--- config.mk ---
export PLATFORM = sky130hd
export DESIGN_NAME = pwm_deadtime_gen
export DESIGN_NICKNAME = d
export VERILOG_FILES = /design/src/rtl/pwm_pkg.sv /design/src/rtl/pwm_dt_counter.sv /design/src/rtl/pwm_deadtime_gen.sv
export SDC_FILE = /design/constraint.sdc
export NUM_CORES = 1
export LEC_CHECK = 0
export BUFFER_PORTS_ARGS = -buffer_cell sky130_fd_sc_hd__buf_2
export CAP_MARGIN = 20
export CELL_PAD_IN_SITES_DETAIL_PLACEMENT = 0
export CELL_PAD_IN_SITES_GLOBAL_PLACEMENT = 2
export CORE_ASPECT_RATIO = 0.8
export CORE_MARGIN = 4
export CORE_UTILIZATION = 30
export CTS_CLUSTER_DIAMETER = 40
export DETAILED_ROUTE_END_ITERATION = 6
export HOLD_SLACK_MARGIN = 0.05
export PLACE_DENSITY_LB_ADDON = 0.1
export REMOVE_ABC_BUFFERS = 1
export SYNTH_ARGS = -nofsm -noshare
export SYNTH_HDL_FRONTEND = slang
export SYNTH_SLANG_ARGS = --single-unit
--- constraint.sdc ---
create_clock -name clk -period 2.95 [get_ports clk]
set_clock_uncertainty 0.1 [all_clocks]
set_input_delay 0.59 -clock clk [delete_from_list [all_inputs] [get_ports clk]]
set_output_delay 0.59 -clock clk [all_outputs]
set_load 0.02 [all_outputs]
--- src/rtl/pwm_pkg.sv ---
// Shared register map, field positions and FSM encoding for the PWM peripheral family.
package pwm_pkg;

    localparam logic [3:0] REG_CTRL   = 4'h0;
    localparam logic [3:0] REG_DT     = 4'h4;
    localparam logic [3:0] REG_RSVD   = 4'h8;
    localparam logic [3:0] REG_STATUS = 4'hC;

    localparam int CTRL_EN        = 0;
    localparam int CTRL_FAULT_CLR = 1;

    localparam int DT_RISE_LSB    = 0;
    localparam int DT_FALL_LSB    = 16;

    localparam int STATUS_FAULT   = 3;
    localparam int STATUS_CNT_LSB = 16;

    typedef enum logic [2:0] {
        ST_OFF    = 3'd0,
        ST_DEAD_R = 3'd1,
        ST_HI_ON  = 3'd2,
        ST_DEAD_F = 3'd3,
        ST_LO_ON  = 3'd4,
        ST_FAULT  = 3'd5
    } dt_state_e;

endpackage

--- src/rtl/pwm_dt_counter.sv ---
// Dead-time down-counter: clear, load, decrement, with a zero flag for the FSM.
module pwm_dt_counter #(
    parameter int DT_W = 16
) (
    input  logic            clk,
    input  logic            resetn,
    input  logic            clear,
    input  logic            load,
    input  logic [DT_W-1:0] load_val,
    input  logic            dec,
    output logic [DT_W-1:0] cnt,
    output logic            zero
);

    localparam logic [DT_W-1:0] ONE = DT_W'(1);

    // NOTE: sequential state is written with <= only, so every register samples pre-edge values.
    always_ff @(posedge clk) begin
        if (!resetn) begin
            cnt <= '0;
        end else if (clear) begin
            cnt <= '0;
        end else if (load) begin
            cnt <= load_val;
        end else if (dec) begin
            cnt <= cnt - ONE;
        end
    end

    assign zero = (cnt == '0);

endmodule

--- src/rtl/pwm_deadtime_gen.sv ---
// Complementary half-bridge driver with programmable rise/fall dead time and latched fault.
module pwm_deadtime_gen
    import pwm_pkg::*;
#(
    parameter int DT_W = 16
) (
    input  logic        clk,
    input  logic        resetn,
    input  logic        i_sel,
    input  logic        i_we,
    input  logic [3:0]  i_addr,
    input  logic [31:0] i_wdata,
    output logic [31:0] o_rdata,
    input  logic        pwm_in,
    input  logic        fault_in,
    output logic        out_hi,
    output logic        out_lo
);

    dt_state_e       state, state_nxt;
    logic            en;
    logic            fault_flag;
    logic [DT_W-1:0] dt_rise, dt_fall;
    logic [DT_W-1:0] cnt, load_val;
    logic            cnt_zero, cnt_load, cnt_clear, cnt_dec;
    logic            ctrl_wr, dt_wr, fault_clr;
    logic            unused_wdata;

    assign ctrl_wr      = i_sel && i_we && (i_addr == REG_CTRL);
    assign dt_wr        = i_sel && i_we && (i_addr == REG_DT);
    assign fault_clr    = ctrl_wr && i_wdata[CTRL_FAULT_CLR];
    assign unused_wdata = ^i_wdata;

    pwm_dt_counter #(.DT_W(DT_W)) u_cnt (
        .clk      (clk),
        .resetn   (resetn),
        .clear    (cnt_clear),
        .load     (cnt_load),
        .load_val (load_val),
        .dec      (cnt_dec),
        .cnt      (cnt),
        .zero     (cnt_zero)
    );

    // NOTE: every output of this block gets a default first, so no path can infer a latch.
    always_comb begin
        state_nxt = state;
        cnt_load  = 1'b0;
        cnt_clear = 1'b0;
        cnt_dec   = 1'b0;
        load_val  = dt_rise;
        if (fault_in) begin
            state_nxt = ST_FAULT;
        end else if (state == ST_FAULT) begin
            if (fault_clr) state_nxt = ST_OFF;
        end else if (!en) begin
            state_nxt = ST_OFF;
            cnt_clear = 1'b1;
        end else begin
            unique case (state)
                ST_OFF, ST_LO_ON, ST_HI_ON: begin
                    if (pwm_in && state != ST_HI_ON) begin
                        state_nxt = ST_DEAD_R;
                        cnt_load  = 1'b1;
                    end else if (!pwm_in && state != ST_LO_ON) begin
                        state_nxt = ST_DEAD_F;
                        cnt_load  = 1'b1;
                        load_val  = dt_fall;
                    end
                end
                ST_DEAD_R: begin
                    if (!pwm_in) begin
                        state_nxt = ST_DEAD_F;
                        cnt_load  = 1'b1;
                        load_val  = dt_fall;
                    end else if (cnt_zero) begin
                        state_nxt = ST_HI_ON;
                    end else begin
                        cnt_dec = 1'b1;
                    end
                end
                ST_DEAD_F: begin
                    if (pwm_in) begin
                        state_nxt = ST_DEAD_R;
                        cnt_load  = 1'b1;
                    end else if (cnt_zero) begin
                        state_nxt = ST_LO_ON;
                    end else begin
                        cnt_dec = 1'b1;
                    end
                end
                default: begin
                    state_nxt = ST_OFF;
                    cnt_clear = 1'b1;
                end
            endcase
        end
    end

    // Gate drives decode the next state so they switch on the same edge as the FSM.
    always_ff @(posedge clk) begin
        if (!resetn) begin
            state      <= ST_OFF;
            out_hi     <= 1'b0;
            out_lo     <= 1'b0;
            en         <= 1'b0;
            fault_flag <= 1'b0;
            dt_rise    <= '0;
            dt_fall    <= '0;
        end else begin
            state  <= state_nxt;
            out_hi <= (state_nxt == ST_HI_ON);
            out_lo <= (state_nxt == ST_LO_ON);
            if (ctrl_wr) en <= i_wdata[CTRL_EN];
            if (dt_wr) begin
                dt_rise <= i_wdata[DT_RISE_LSB +: DT_W];
                dt_fall <= i_wdata[DT_FALL_LSB +: DT_W];
            end
            if (fault_in) begin
                fault_flag <= 1'b1;
            end else if (state == ST_FAULT && fault_clr) begin
                fault_flag <= 1'b0;
            end
        end
    end

    always_comb begin
        o_rdata = '0;
        if (i_sel && !i_we) begin
            case (i_addr)
                REG_CTRL: o_rdata[CTRL_EN] = en;
                REG_DT: begin
                    o_rdata[DT_RISE_LSB +: DT_W] = dt_rise;
                    o_rdata[DT_FALL_LSB +: DT_W] = dt_fall;
                end
                REG_STATUS: begin
                    o_rdata[2:0]                    = state;
                    o_rdata[STATUS_FAULT]           = fault_flag;
                    o_rdata[STATUS_CNT_LSB +: DT_W] = cnt;
                end
                default: o_rdata = '0;
            endcase
        end
    end

endmodule

==> reports/results.ini <==
[placement]
gp_congestion = 0.807
portBuffers = 75
dpl.hpwl_um = 7200

[sta]
layout_min_cycle_time_ns = 2.55
slew_headroom = 0.571
finalHoldViolCount = 0
fmax_ghz = 0.393
rsz0062_at_grt = false
worst_pin_slew_ns = 0.639
report.final.slew_viol_count = 0
fin_crit_sh = 0.864
setup_viol = 0
fin_setup_tns_ns = 0

[final_layout]
drive_above_1_share = 0.250
layout_commonest_cell = nand2_1
nNetsFinal = 519
layout_common_cells = 80 x nand2_1, 75 x buf_2, 55 x dfxtp_1
area_growth_pct = 24.9
n_antenna_cell = 0
num-fill-cells = 1092
final_core_util = 0.391

[clocking]
cts-root-buf = clkbuf_16
cts_made_buffers = 5
cts_setup_buffers = 0
clk_pin_slew_ns = 0.07
cts.sinks = 55
cts_resized = 0
clock_latency_ns = 0.29
cts_buffer_depth = 2
cts_tree = built
hold_buffers = 0
h-tree-depth = 2

[logic_synthesis]
syn_avg_cell_area_sq_um = 7.62
yosysWarnings = 0
ys_seq_area_frac = 0.357
synth_top_area_frac = 0.357
synth-edff-count = 0
async_reset_ff_frac = 0
yosys-top-cells-area = dfxtp_1 36%, nand2_1 9.7%, a21oi_1 7.5%
synth.distinct_cells = 60
synth_flop_cell = dfxtp_1
syn_inst = 405
syn_area_sq_um = 3080
yosysTopAreaCell = dfxtp_1
synth_seq_cells = 55

[drt]
routedWlPerCell_um = 16.1
top_layer_used = met4
drt_iter0_markers = 164
vias_per_cell = 5.05
final_antenna_net_count = 0
dr.pass1.iters = 4
drt-total-wl_um = 9850
met3_length_um = 512
wl_met2_um = 4500
via_count = 3090
wl_met1_um = 4770
drc = 0

[setup_path]
critical_path_class = input port to output port
r2r_start = u_cnt.cnt[6]
arrival_ns = 1.86
critPathMaxFanout = 12
rr_endpoint = u_cnt.cnt[13]
startpoint_type = input port
end_kind = output port
rrSetupSlack_ns = 0.43
cp.required_ns = 2.26
ff2ff_path_depth = 4

[die]
core.rowCount = 32
ios = 76
die_w_um = 121
chipHeight_um = 98.7
die_area_sq_um = 12000
start_util = 0.313
core_sq_um = 9850

[worst_hold_path]
worstHoldPathCells = 2
hold_start = dt_rise[8]
hold_path_class = flip-flop to flip-flop
min_to = dt_rise[8]

[pwr]
leakage_uw = 0.00151
irDropWorstVdd_mv = 0.219
power.density_nw_per_um2 = 392

[global_route]
grt_pass1_wl_um = 15800
grt_pass1_vias = 2977
track_usage = 0.165
antenna_found_initial = 0
grt-ovfl-total = 0
grt_max_degree = 33

[run]
drv_cap = 0

[status]
status = finished clean

[Yosys cell counts, types with 3 or more instances]
library cell and n:
a211oi_1 5, a21oi_1 46, a22oi_1 20, and2_1 14, and3_1 4, buf_2 3, clkbuf_1 25, dfxtp_1 55
inv_1 4, mux2_2 3, mux2i_1 9, nand2_1 80, nand2b_1 3, nand3_1 8, nand4b_1 3, nor2_1 34
nor3_1 7, nor4_1 6, o21a_1 3, o21ai_0 8, o311ai_0 3, o41ai_1 4, or2_2 3, or4_1 3
xnor2_1 3
[flip-flops by register name, summed over array words and instances, names as in the netlist]
name	count
dt_fall	16
dt_rise	16
u_cnt.cnt	16
state	3
en	1
fault_flag	1
out_hi	1
out_lo	1
[worst max-delay path by stage]
stage	from	end	slack [ns]	depth (start not counted)
6_report	i_addr[1]	o_rdata[12]	0.40	7
3_3_place_gp	i_addr[1]	o_rdata[4]	0.45	7
2_1_floorplan	state[1]	u_cnt.cnt[3]	-0.40	5
5_1_grt	state[2]	u_cnt.cnt[7]	0.27	5
4_1_cts	i_addr[1]	o_rdata[5]	0.40	7
3_5_place_dp	fault_in	u_cnt.cnt[7]	0.37	6
[report_power, final]
| group | leakage [uW] | internal (uW) | switching, uW |
|---|---|---|---|
| sequential | 0.000444 | 748 | 7.62 |
| clock | 0.0000761 | 362 | 282 |
| combinational | 0.000991 | 45.7 | 63.9 |
[metrics by stage]
step           hold WS [ns]  power [uW]  std cells  setup slack [ns]  area [sq um]
3_5_place_dp          0.364         884        604             0.369          3690
6_report              0.366        1510        612             0.402          3850
2_1_floorplan         0.341         812        373            -0.399          2940
5_1_grt               0.395        1570        612             0.266          3850
3_3_place_gp          0.361         879        603             0.448          3660
4_1_cts               0.374        1540        612             0.400          3850
[critical path, cell delays in order]
cell	delay, ns
buf_2	0.11
nor3_1	0.29
and2_1	0.22
nor2b_1	0.15
buf_4	0.20
and2_1	0.14
buf_2	0.16
[layout make-up]
class / instances / area (sq um) / share of cell area
flip-flops and latches: 55 / 1100 / 0.286
inverters: 5 / 18.8 / 0.00487
multi-input cells: 313 / 1840 / 0.479
clock inverters: 1 / 7.51 / 0.00195
clock buffers: 7 / 153 / 0.0396
well taps: 136 / 170 / 0.0442
repair buffers: 95 / 558 / 0.145
[layer usage]
metal,vias up,GRT usage
met5,-,0
met1,1429,0.233
met4,0,0.0267
met3,7,0.0298
li1,1593,-
met2,61,0.269
[cells by family (layout without fill, tap and decap cells)]
logic type / Yosys count / count (layout) / synth area share
flops: 55 / 55 / 0.357
compound gates: 111 / 111 / 0.237
mux: 12 / 12 / 0.0402
buf+inv: 37 / 108 / 0.0515
fa+ha+maj: 2 / 2 / 0.00811
xor+xnor: 4 / 4 / 0.0114
simple gates: 184 / 184 / 0.295
No activity file was read; power rests on OpenSTA's default activity.
